[config.mk]
export PLATFORM = sky130hd
export DESIGN_NAME = uart_receiver
export DESIGN_NICKNAME = d
export VERILOG_FILES = /design/src/rtl/uart_receiver.sv
export SDC_FILE = /design/constraint.sdc
export NUM_CORES = 1
export LEC_CHECK = 0
export CORE_ASPECT_RATIO = 1.5
export CORE_MARGIN = 2
export CORE_UTILIZATION = 55
export DETAILED_ROUTE_END_ITERATION = 10
export PLACE_DENSITY = 0.76
export SLEW_MARGIN = 30
export SYNTH_ARGS = -nofsm -noshare
export SYNTH_HDL_FRONTEND = slang
export SYNTH_SLANG_ARGS = --single-unit
[constraint.sdc]
create_clock -name clk -period 2.2 [get_ports clk]
set_input_delay 0.55 -clock clk [delete_from_list [all_inputs] [get_ports clk]]
set_output_delay 0.55 -clock clk [all_outputs]
set_load 0.02 [all_outputs]
[src/rtl/uart_receiver.sv]
// uart_receiver: oversampled asynchronous serial receiver (start, DATA_BITS
// data bits LSB first, one stop bit). Everything runs in the clk domain; bit
// timing comes from an internal tick enable that fires OVERSAMPLE times per
// bit period.
module uart_receiver #(
  parameter int unsigned CLK_FREQ   = 100000000,
  parameter int unsigned BAUDRATE   = 9600,
  parameter int unsigned OVERSAMPLE = 16,
  parameter int unsigned DATA_BITS  = 8
) (
  input  logic                 clk,
  input  logic                 rst,
  input  logic                 rx,
  output logic [DATA_BITS-1:0] rx_data,
  output logic                 rx_valid,
  output logic                 frame_err,
  output logic                 busy
);

  localparam int unsigned DIV  = CLK_FREQ / (BAUDRATE * OVERSAMPLE);
  localparam int unsigned TCW  = (DIV > 1) ? $clog2(DIV) : 1;
  localparam int unsigned SCW  = $clog2(OVERSAMPLE);
  localparam int unsigned BCW  = $clog2(DATA_BITS + 1);

  localparam logic [TCW-1:0] TICK_LAST = TCW'(DIV - 1);
  localparam logic [SCW-1:0] SAMP_MID  = SCW'(OVERSAMPLE / 2 - 1);
  localparam logic [SCW-1:0] SAMP_LAST = SCW'(OVERSAMPLE - 1);
  localparam logic [BCW-1:0] BIT_LAST  = BCW'(DATA_BITS - 1);

  localparam logic [1:0] IDLE  = 2'd0;
  localparam logic [1:0] START = 2'd1;
  localparam logic [1:0] DATA  = 2'd2;
  localparam logic [1:0] STOP  = 2'd3;

  if (DIV < 2) begin : g_div_check
    $error("uart_receiver: CLK_FREQ/(BAUDRATE*OVERSAMPLE) must be at least 2");
  end
  if (OVERSAMPLE < 4 || (OVERSAMPLE % 2) != 0) begin : g_os_check
    $error("uart_receiver: OVERSAMPLE must be even and >= 4");
  end
  if (DATA_BITS < 5 || DATA_BITS > 9) begin : g_db_check
    $error("uart_receiver: DATA_BITS must be in 5..9");
  end

  logic                 rx_meta;
  logic                 rx_s;
  logic                 rx_prev;
  logic [1:0]           state;
  logic [TCW-1:0]       tick_cnt;
  logic                 tick;
  logic [SCW-1:0]       samp_cnt;
  logic [BCW-1:0]       bit_cnt;
  logic [DATA_BITS-1:0] shift;

  // Two-flop synchronizer plus previous-sample flop for falling-edge detect
  always_ff @(posedge clk) begin
    if (rst) begin
      rx_meta <= 1'b1;
      rx_s    <= 1'b1;
      rx_prev <= 1'b1;
    end else begin
      rx_meta <= rx;
      rx_s    <= rx_meta;
      rx_prev <= rx_s;
    end
  end

  assign tick = (state != IDLE) && (tick_cnt == TICK_LAST);

  // Oversampling tick divider, held at zero while idle so the first tick
  // after a start edge lands a fixed DIV clocks later
  always_ff @(posedge clk) begin
    if (rst || state == IDLE) begin
      tick_cnt <= '0;
    end else if (tick_cnt == TICK_LAST) begin
      tick_cnt <= '0;
    end else begin
      tick_cnt <= tick_cnt + 1'b1;
    end
  end

  // Frame state machine, shift register and one-cycle output strobes
  always_ff @(posedge clk) begin
    if (rst) begin
      state     <= IDLE;
      samp_cnt  <= '0;
      bit_cnt   <= '0;
      shift     <= '0;
      rx_data   <= '0;
      rx_valid  <= 1'b0;
      frame_err <= 1'b0;
    end else begin
      rx_valid  <= 1'b0;
      frame_err <= 1'b0;
      case (state)
        IDLE: begin
          samp_cnt <= '0;
          bit_cnt  <= '0;
          if (!rx_s && rx_prev) begin
            state <= START;
          end
        end
        START: begin
          if (tick) begin
            if (samp_cnt == SAMP_MID) begin
              samp_cnt <= '0;
              state    <= rx_s ? IDLE : DATA;
            end else begin
              samp_cnt <= samp_cnt + 1'b1;
            end
          end
        end
        DATA: begin
          if (tick) begin
            if (samp_cnt == SAMP_LAST) begin
              shift    <= {rx_s, shift[DATA_BITS-1:1]};
              samp_cnt <= '0;
              if (bit_cnt == BIT_LAST) begin
                bit_cnt <= '0;
                state   <= STOP;
              end else begin
                bit_cnt <= bit_cnt + 1'b1;
              end
            end else begin
              samp_cnt <= samp_cnt + 1'b1;
            end
          end
        end
        STOP: begin
          if (tick) begin
            if (samp_cnt == SAMP_LAST) begin
              if (rx_s) begin
                rx_data  <= shift;
                rx_valid <= 1'b1;
              end else begin
                frame_err <= 1'b1;
              end
              samp_cnt <= '0;
              state    <= IDLE;
            end else begin
              samp_cnt <= samp_cnt + 1'b1;
            end
          end
        end
        default: state <= IDLE;
      endcase
    end
  end

  assign busy = (state != IDLE);

endmodule

Word-level counts from Yosys, hierarchy flattened
Cells that the tools add are included.
W data, S select, Z words.

operators by class
  shift-type cells = 0
  multiplexer cells = 21
  div/mod/pow operators = 0
  $mul = 0
  order comparisons = 0
  $add $sub $neg = 3
  eq/ne operators = 16
  bitwise operators = 3
  reduce and logical (&&, ||, !) cells = 15

operators by type and width
  operator                 count
  $mux W4                  7
  $mux W2                  9
  $ne A2 B2 Y1 const B     7
  $pmux W4 S3              1
  $add A10 B1 Y10 const B  1
  $eq A10 B10 Y1 const B   1
  $add A4 B1 Y4 const B    2
  $eq A4 B3 Y1 const B     2
  $pmux W2 S4              1
  $pmux W4 S2              1
  $reduce_and A8 Y1        1
  $reduce_and A3 Y1        2
  $eq A2 B2 Y1 const B     2
  $eq A4 B4 Y1 const B     1
  $ne A2 B1 Y1 const B     2
  $reduce_and A4 Y1        1
  $reduce_bool A2 Y1       2
  $reduce_or A2 Y1         2
  $reduce_or A4 Y1         1
  $not A1 Y1               3
  $eq A2 B1 Y1 const B     1
  $logic_and A1 B1 Y1      2
  $logic_not A2 Y1         1
  $mux W1                  2
  3 further kinds          3

storage, ports and cells
  latch bits = 0
  memories kept = 0
  flip-flop bits (word level) = 41
  input port bits = 3
  RAM bits = 0
  memory bits (read-only) = 0

Longest topological paths before layout
Gate-level depths: netlist of run 1.

  depth in word-level cells = 5
  gate-level depth with buffers = 8
  depth with buffers taken out = 6

Worst setup path after synthesis of run 1
Ideal clock, no wire load.

  path type = input to register
  start = input rst
  end = register bit_cnt[3]
  path buffers = 1
  required time = 2.118 ns
  stages = 5
  path slack = 0.481 ns
  arrival = 1.637 ns
  cells stage by stage = buf_6 -> nand2b_4 -> a311o_1 -> or4_1 -> o221ai_1

RTL lines
  what                  line  source
  from (decl)           12    input logic rst,
  to (signal assigned)  122   bit_cnt <= bit_cnt + 1'b1;
  to (decl)             52    logic [BCW-1:0] bit_cnt;

Worst setup path after layout of run 1
  start = register state[0]
  end = output busy

on the way
  longest elaborated chain between the ends = 1

RTL lines
  what                    line  source
  from (decl)             48    logic [1:0] state;
  from (signal assigned)  107   state <= rx_s ? IDLE : DATA;
  $reduce_bool A2 Y1      150   assign busy = (state != IDLE);
  to (decl)               17    output logic busy

No other way between the ends.

==> summary.txt, run 1 <==
STA
  – Pins Over Slew Limit: 0
  – Worst-margin pin slew: 602 ps
  – RSZ-0062 raised after global routing: false
  – Clk_skew: 6.19 ps
  – Fin. Hold Viols: 0
  – Setup TNS: 0 ps
  – Peak Freq: 0.499 GHz
  – Slew headroom: 0.597
  – Final setup vio count: 0
  – Tcrit/Tclk final: 0.912
  – Final min period: 2010 ps

CTS
  – Worst-Skew Late Latency: 290 ps
  – CTS sink cnt: 41
  – CTS Root Buffer Type: clkbuf_8
  – Post_cts resized: 0
  – Clock transition at path regs: 70 ps
  – CTS Buffer Depth: 2
  – Postcts setup bufs: 0
  – Total CTS buffers: 5
  – CTS tree: done
  – Post-CTS Hold Buffers: 0
  – H-tree depth: 2

Global route
  – All-Layer GR Usage: 0.232
  – Global-route wire length before repair: 6.62 mm
  – Vias in the first global route: 1,541
  – Pin count of the biggest net entering global routing: 25
  – Initial antenna violation count: 0
  – Remaining Overflow, GRT: 0

Floorplan
  – Core area: 3160 µm²
  – Die Span Y: 74.6 µm
  – Top Ports: 14
  – Die area: 3810 µm²
  – Initial Utilization: 0.578
  – Die X: 51.0 µm
  – Num rows: 25

Logic synthesis
  – Yosys warns: 0
  – Synthesized cell area: 1830 µm²
  – Synth area leader: dfxtp_1
  – Net Count, Synth: 216
  – Top cell type's share of synthesized area: 0.450
  – Netlist cell types: 40
  – Post-synthesis instance total: 209
  – Post-synthesis sequential area ratio: 0.450
  – Post-Syn Area per Cell: 8.73 µm²
  – Yosys reg bits: 41
  – Top cells by area, synth: dfxtp_1, o21ai_0, a21oi_1

Route
  – ANT nets after route: 0
  – Vias: 1,608
  – DR vias/cell: 6.09
  – Drt pass-1 iters: 4
  – WL final: 3.93 mm
  – Wirelength per Cell: 14.9 µm
  – Post-route DRC violation count: 0
  – Initial DRC count: 104

Critical path
  – Crit path launch type: flop
  – Data arrival time of the worst path: 1460 ps
  – Reg-to-Reg Start: tick_cnt[0]
  – CP Data Required Time: 1650 ps
  – WS Path Type: reg -> out
  – Max FO, Critical Path: 6
  – Reg2Reg Setup Slack: 410 ps
  – CP Capture Type: output port
  – Worst R2R End: shift[0]
  – R2r worst-path depth: 7

Placement
  – Number of port buffers: 13
  – Placer congestion estimate: 0.852
  – Hpwl dp: 2.82 mm

Worst hold path
  – Cell depth of the worst hold path: 1
  – Hold path endpoint: rx_s
  – Worst hold start: rx_meta
  – Worst hold path class: reg -> reg

Power and ir drop
  – VDD IR max: 0.701 mV
  – Power Density: 704 nW/µm²
  – Leakage power: 0.684 nW

Layout
  – Nets: 230
  – Fin util: 0.671
  – Layout cells sized above 1: 0.103
  – Diodes inserted: 0
  – Most common cell after layout, fill and taps aside: dfxtp_1
  – Synthesis-to-layout area growth: 16.2%
  – Most frequent cells in the layout: dfxtp_1, o21ai_0, a21oi_1, nor2_1

Job
  – Max-Cap Viols: 0

Run status
  – Outcome: complete, no violations
==> worst max-delay path, cell delays in order (launching register included) <==
cell,delay (ps)
dfxtp_1,350
inv_2,70
nand2_1,120
clkdlybuf4s50_1,620
==> flip-flops by register name, indices dropped and copies added (netlist names), named ones only <==
name and cells:
bit_cnt 4, rx_valid 1, rx_data 8, frame_err 1, rx_meta 1, state 1, rx_s 1, tick_cnt 10
shift 8, samp_cnt 4, rx_prev 1
==> area by class of cell <==
cell class                 count  area, µm²
fill                         259       1040
multi-input combinational    149        915
tap                           40       50.0
timing repair buffer          19        175
clock inverter                 3       65.1
sequential                    41        821
inverter                       7       26.3
clock buffer                   5       68.8
==> worst max path at each step <==
stage | start | endpoint | slack (ps) | depth (start not counted)
after CTS | state[0] | busy | 190 | 3
after global placement | rst | bit_cnt[3] | 120 | 5
after global routing | state[0] | busy | 120 | 3
after floorplan | rst | bit_cnt[3] | 480 | 5
final | state[0] | busy | 190 | 3
after detailed placement | rst | bit_cnt[3] | 70 | 5
==> synth_stat cells <==
library cell,instances
or4_1,1
o211ai_1,2
nor3_1,4
nand3b_1,1
or2_2,2
o311ai_0,1
a311o_1,1
buf_6,1
o21a_1,1
dfxtp_1,41
a221oi_2,1
nand3_4,1
clkbuf_1,6
o221ai_1,1
xor2_1,4
o21ai_0,21
ha_1,4
nand4_1,14
nor4_1,2
a31oi_1,2
inv_2,1
o41ai_1,1
nor2_1,17
a21boi_0,1
nand2b_4,1
nand2_1,14
buf_2,3
o31ai_1,3
and3_1,4
a21oi_1,19
inv_1,6
nand3_1,14
and4bb_4,1
buf_4,2
nor2_4,1
and3b_1,1
xnor2_1,6
nand4_4,1
or3_1,1
nand2b_1,1
==> routing by layer <==
metal  global-route usage  part of all wire  vias to the layer above
met2                0.421              0.54                       45
met3               0.0542             0.043                        7
li1                     -                 -                      780
met1                0.247              0.40                      776
met4                0.120             0.017                        0
met5                    0                 0                        -
==> cell families (layout without fill, tap and decap cells) <==
group	count (synthesis)	count (layout)	synth area share
simple gates	81	81	0.252
compound gates	54	54	0.173
buf+inv	19	34	0.0493
fa+ha+maj	4	4	0.0274
flops	41	41	0.450
xor+xnor	10	10	0.0480
==> report_power, final <==
group	internal, W	total (W)	switching (W)
Sequential	0.000745	0.000748	0.00000303
Combinational	0.0000139	0.0000393	0.0000254
Clock	0.000450	0.000704	0.000254
Total	0.00121	0.00149	0.000282
==> per-stage QoR <==
stage	instances	hold WS, ps	total power [W]	setup WS (ps)	instance area [µm²]
floorplan	209	389	0.000791	481	1830
global placement	256	403	0.000803	122	1990
detailed placement	256	403	0.000805	73.0	1990
CTS	264	430	0.00151	191	2120
global route	264	447	0.00154	116	2120
finish	264	429	0.00149	194	2120
Note: power is estimated with default switching activity, not from simulation.
==> run 2, diff against run 1 <==
- CAP_MARGIN: default -> 20
- PLACE_DENSITY: 0.76 -> default
- PLACE_DENSITY_LB_ADDON: default -> 0.25
==> summary.txt, run 2 (synthesized netlist as in run 1, its figures left out) <==
Critical path
  – Data arrival time of the worst path: 1430 ps
  – Cells along the critical path: inv_1, nand2_1, clkdlybuf4s50_1
  – R2r worst-path depth: 6
  – CP peak stage delay: 610 ps
  – Worst R2R End: bit_cnt[3]
  – Slowest stage cell, crit path: clkdlybuf4s50_1
  – Reg-to-Reg Start: tick_cnt[0]
  – WS Path Type: reg -> out
  – Crit path launch type: flop
  – CP Capture Type: output port
  – Max FO, Critical Path: 3
  – CP Data Required Time: 1650 ps
  – Reg2Reg Setup Slack: 280 ps

Layout
  – Layout cells sized above 1: 0.0942
  – Most common cell after layout, fill and taps aside: dfxtp_1
  – Most frequent cells in the layout: dfxtp_1, o21ai_0, a21oi_1, nor2_1
  – Post-route insts no fill: 263
  – Nets: 229
  – Largest register by flop count: tick_cnt
  – Diodes inserted: 0
  – Synthesis-to-layout area growth: 13.0%
  – Largest regs: tick_cnt: 10 flops, rx_data: 8 flops, shift: 8 flops
  – Max reg flops: 10

Worst hold path
  – Cell depth of the worst hold path: 1
  – Worst hold path class: reg -> reg
  – Hold path endpoint: rx_s
  – Worst hold start: rx_meta

Route
  – Vias: 1,559
  – Drt pass-1 iters: 4
  – Post-route DRC violation count: 0
  – ANT nets after route: 0
  – Initial DRC count: 35
  – DR vias/cell: 5.93
  – WL final: 3.70 mm
  – Wirelength per Cell: 14.1 µm

CTS
  – Total CTS buffers: 5
  – Post-CTS Hold Buffers: 0
  – CTS sink cnt: 41
  – Clock transition at path regs: 70 ps
  – CTS Root Buffer Type: clkbuf_8
  – CTS Buffer Depth: 2
  – Postcts setup bufs: 0
  – Worst-Skew Late Latency: 290 ps
  – CTS tree: done
  – Post_cts resized: 0
  – H-tree depth: 2

Placement
  – Hpwl dp: 2.71 mm
  – Number of port buffers: 13
  – Placer congestion estimate: 0.895
  – DP Cell Count: 255

STA
  – Slew headroom: 0.600
  – Peak Freq: 0.505 GHz
  – Worst Hold Slack: 423 ps
  – Setup TNS: 0 ps
  – Clk_skew: 5.40 ps
  – Final min period: 1980 ps
  – Fin. Hold Viols: 0
  – Final setup vio count: 0
  – Worst-margin pin slew: 598 ps
  – RSZ-0062 raised after global routing: false
  – Pins Over Slew Limit: 0
  – Tcrit/Tclk final: 0.900

Power and ir drop
  – Power Density: 606 nW/µm²
  – Flop pwr share: 0.599
  – VDD IR max: 0.412 mV
  – Internal: 0.000979 W
  – Clock power share: 0.371
  – Switching pwr: 0.000271 W
  – Logic pwr share: 0.031
  – Leakage power: 0.656 nW
  – Switch share: 0.217

Run status
  – Outcome: complete, no violations

Floorplan
  – Die Span Y: 74.6 µm
  – Top Ports: 14
  – Die area: 3810 µm²
  – Die X: 51.0 µm
  – Num rows: 25
  – Core area: 3160 µm²
  – Initial Utilization: 0.578

Global route
  – Vias in the first global route: 1,487
  – Pin count of the biggest net entering global routing: 25
  – Remaining Overflow, GRT: 0
  – All-Layer GR Usage: 0.227
  – Initial antenna violation count: 0
  – Global-route wire length before repair: 6.47 mm

Job
  – Max-Cap Viols: 0
## run 2: cell types whose count changed in the layout (fill, tap and decap cells not counted), sizes merged
cell / before / now
clkinv: 1 / 2
bufinv: 2 / 0
clkbuf: 5 / 6
buf: 6 / 5
## run 2: layout make-up
class                   count  area, µm²
well taps                  40       50.0
flip-flops and latches     41        821
fillers                   276       1100
repair buffers             18        168
inverters                   7       26.3
clock inverters             2       10.0
clock buffers               6       72.6
multi-input cells         149        915
## run 2: metal layers
metal / global-route usage / wire length [µm] / share of wire
met5: 0 / 0 / 0
met1: 0.242 / 1530 / 0.41
met4: 0.111 / 63 / 0.017
met2: 0.400 / 1950 / 0.53
met3: 0.0723 / 161 / 0.043
## run 2: critical path, delay by kind of cell, from the launching register on
kind	cells	cell delay, ps
buffers and inverters	2	690
flip-flops	1	340
AND/OR/NAND/NOR	1	110
## run 2: worst max-delay path by stage
stage | end | cells past startpoint | slack, ps
global route | bit_cnt[3] | 6 | 80
floorplan | bit_cnt[3] | 5 | 480
detailed placement | bit_cnt[3] | 5 | 90
CTS | busy | 3 | 220
global placement | bit_cnt[3] | 5 | 120
finish | busy | 3 | 220
## run 2: power groups by stage
stage                      logic, W  clock network (W)  registers, W
after floorplan           0.0000269                  0      0.000764
final                     0.0000382           0.000464      0.000748
after global routing      0.0000412           0.000512      0.000749
after global placement    0.0000368                  0      0.000766
after CTS                 0.0000376           0.000473      0.000748
after detailed placement  0.0000372                  0      0.000766
## run 2: metrics by stage
step	setup slack (ps)	utilization	power [W]	area [µm²]
after CTS	218	0.653	0.00126	2060
after floorplan	481	-	0.000791	1830
after global placement	116	0.627	0.000802	1980
after global routing	77.6	0.653	0.00130	2060
after detailed placement	93.8	0.627	0.000803	1980
final	220	0.653	0.00125	2060
==> run 3, diff against run 2 <==
- CORE_UTILIZATION: 55 -> 57
==> summary.txt, run 3 (synthesized netlist as in run 1, its figures left out) <==
Floorplan
  – Initial Utilization: 0.589
  – Die Span Y: 73.3 µm
  – Die X: 50.2 µm
  – Num rows: 25
  – Die area: 3680 µm²
  – Core area: 3100 µm²
  – Top Ports: 14

Global route
  – Vias in the first global route: 1,601
  – All-Layer GR Usage: 0.235
  – Initial antenna violation count: 0
  – Global-route wire length before repair: 6.67 mm
  – Remaining Overflow, GRT: 0
  – Pin count of the biggest net entering global routing: 25

STA
  – Setup TNS: 0 ps
  – Slew headroom: 0.614
  – Fin. Hold Viols: 0
  – Peak Freq: 0.503 GHz
  – Pins Over Slew Limit: 0
  – Setup WS post-layout: 210 ps
  – Tcrit/Tclk final: 0.904
  – Final setup vio count: 0
  – Final min period: 1990 ps
  – Clk_skew: 5.95 ps
  – RSZ-0062 raised after global routing: false
  – Worst-margin pin slew: 576 ps

Layout
  – Nets: 230
  – Largest register by flop count: tick_cnt
  – Most common cell after layout, fill and taps aside: dfxtp_1
  – Diodes inserted: 0
  – Layout cells sized above 1: 0.0982
  – Largest regs: tick_cnt: 10 flops, rx_data: 8 flops, shift: 8 flops
  – Most frequent cells in the layout: dfxtp_1, o21ai_0, a21oi_1, nor2_1
  – Max reg flops: 10
  – Final Cell Area: 2070 µm²
  – Layout fillers: 248
  – Synthesis-to-layout area growth: 13.4%

Route
  – Drt pass-1 iters: 4
  – DR vias/cell: 6.09
  – Wirelength per Cell: 14.7 µm
  – Initial DRC count: 68
  – Post-route DRC violation count: 0
  – ANT nets after route: 0
  – WL final: 3.88 mm
  – Vias: 1,607

Critical path
  – Cell family with most CP delay: buffers and inverters
  – CP Capture Type: output port
  – CP Data Required Time: 1650 ps
  – Max FO, Critical Path: 3
  – CP peak stage delay: 610 ps
  – Slowest stage cell, crit path: clkdlybuf4s50_1
  – Data arrival time of the worst path: 1440 ps
  – WP buf/inv: 2
  – WS Path Type: reg -> out
  – Crit path launch type: flop
  – Cells along the critical path: inv_1, nand2_1, clkdlybuf4s50_1
  – Reg-to-Reg Start: tick_cnt[0]

Power and ir drop
  – Power Density: 603 nW/µm²
  – Leakage power: 0.661 nW
  – VDD IR max: 0.500 mV

CTS
  – H-tree depth: 2
  – Postcts setup bufs: 0
  – CTS Root Buffer Type: clkbuf_8
  – Post_cts resized: 0
  – CTS sink cnt: 41
  – CTS tree: done
  – Total CTS buffers: 5
  – Clock transition at path regs: 70 ps
  – CTS Buffer Depth: 2
  – Post-CTS Hold Buffers: 0
  – Worst-Skew Late Latency: 290 ps

Run status
  – Outcome: complete, no violations

Worst hold path
  – Worst hold path class: reg -> reg
  – Worst hold start: rx_meta

Placement
  – Number of port buffers: 13
  – Hpwl dp: 2.76 mm
  – Post-DP Area: 1990 µm²
  – Placer congestion estimate: 0.887
  – Worst slack at placement: 81.7 ps

Job
  – Max-Cap Viols: 0
==> run 3: changes by cell type in the layout (fill, tap and decap cells not counted), sizes merged <==
| cell | delta |
|---|---|
| buf | +1 |
==> run 3: worst paths after layout <==
path / to / slack, ps / cells past startpoint
worst max-delay path: busy / 210 / 3
worst min-delay path: rx_s / 420 / 1
worst max register to register: shift[7] / 340 / 7
worst min register to register: rx_s / 420 / 1
==> run 3: metal layers <==
layer  GRT usage  share of wire
met1       0.248           0.40
met2       0.415           0.53
met3      0.0549          0.055
met4       0.145          0.021
met5           0              0
==> run 3: final cells by class <==
cell class / instances / area, µm² / area share
clock buffers: 6 / 72.6 / 0.0351
clock inverters: 2 / 10.0 / 0.00484
inverters: 7 / 26.3 / 0.0127
multi-input cells: 149 / 915 / 0.442
flip-flops and latches: 41 / 821 / 0.397
well taps: 40 / 50.0 / 0.0242
repair buffers: 19 / 175 / 0.0846
==> run 3: power breakdown <==
group / switching (W) / total [W] / internal [W]
combinational: 0.0000250 / 0.0000389 / 0.0000139
sequential: 0.00000279 / 0.000748 / 0.000746
clock: 0.000241 / 0.000460 / 0.000220
==> run 3: stage by stage <==
stage          hold slack [ps]  total power, W  cells   util
2_1_floorplan              389        0.000791    209      -
3_3_place_gp               401        0.000802    256  0.642
3_5_place_dp               407        0.000803    256  0.642
4_1_cts                    419         0.00125    264  0.668
5_1_grt                    433         0.00130    264  0.668
6_report                   418         0.00125    264  0.668
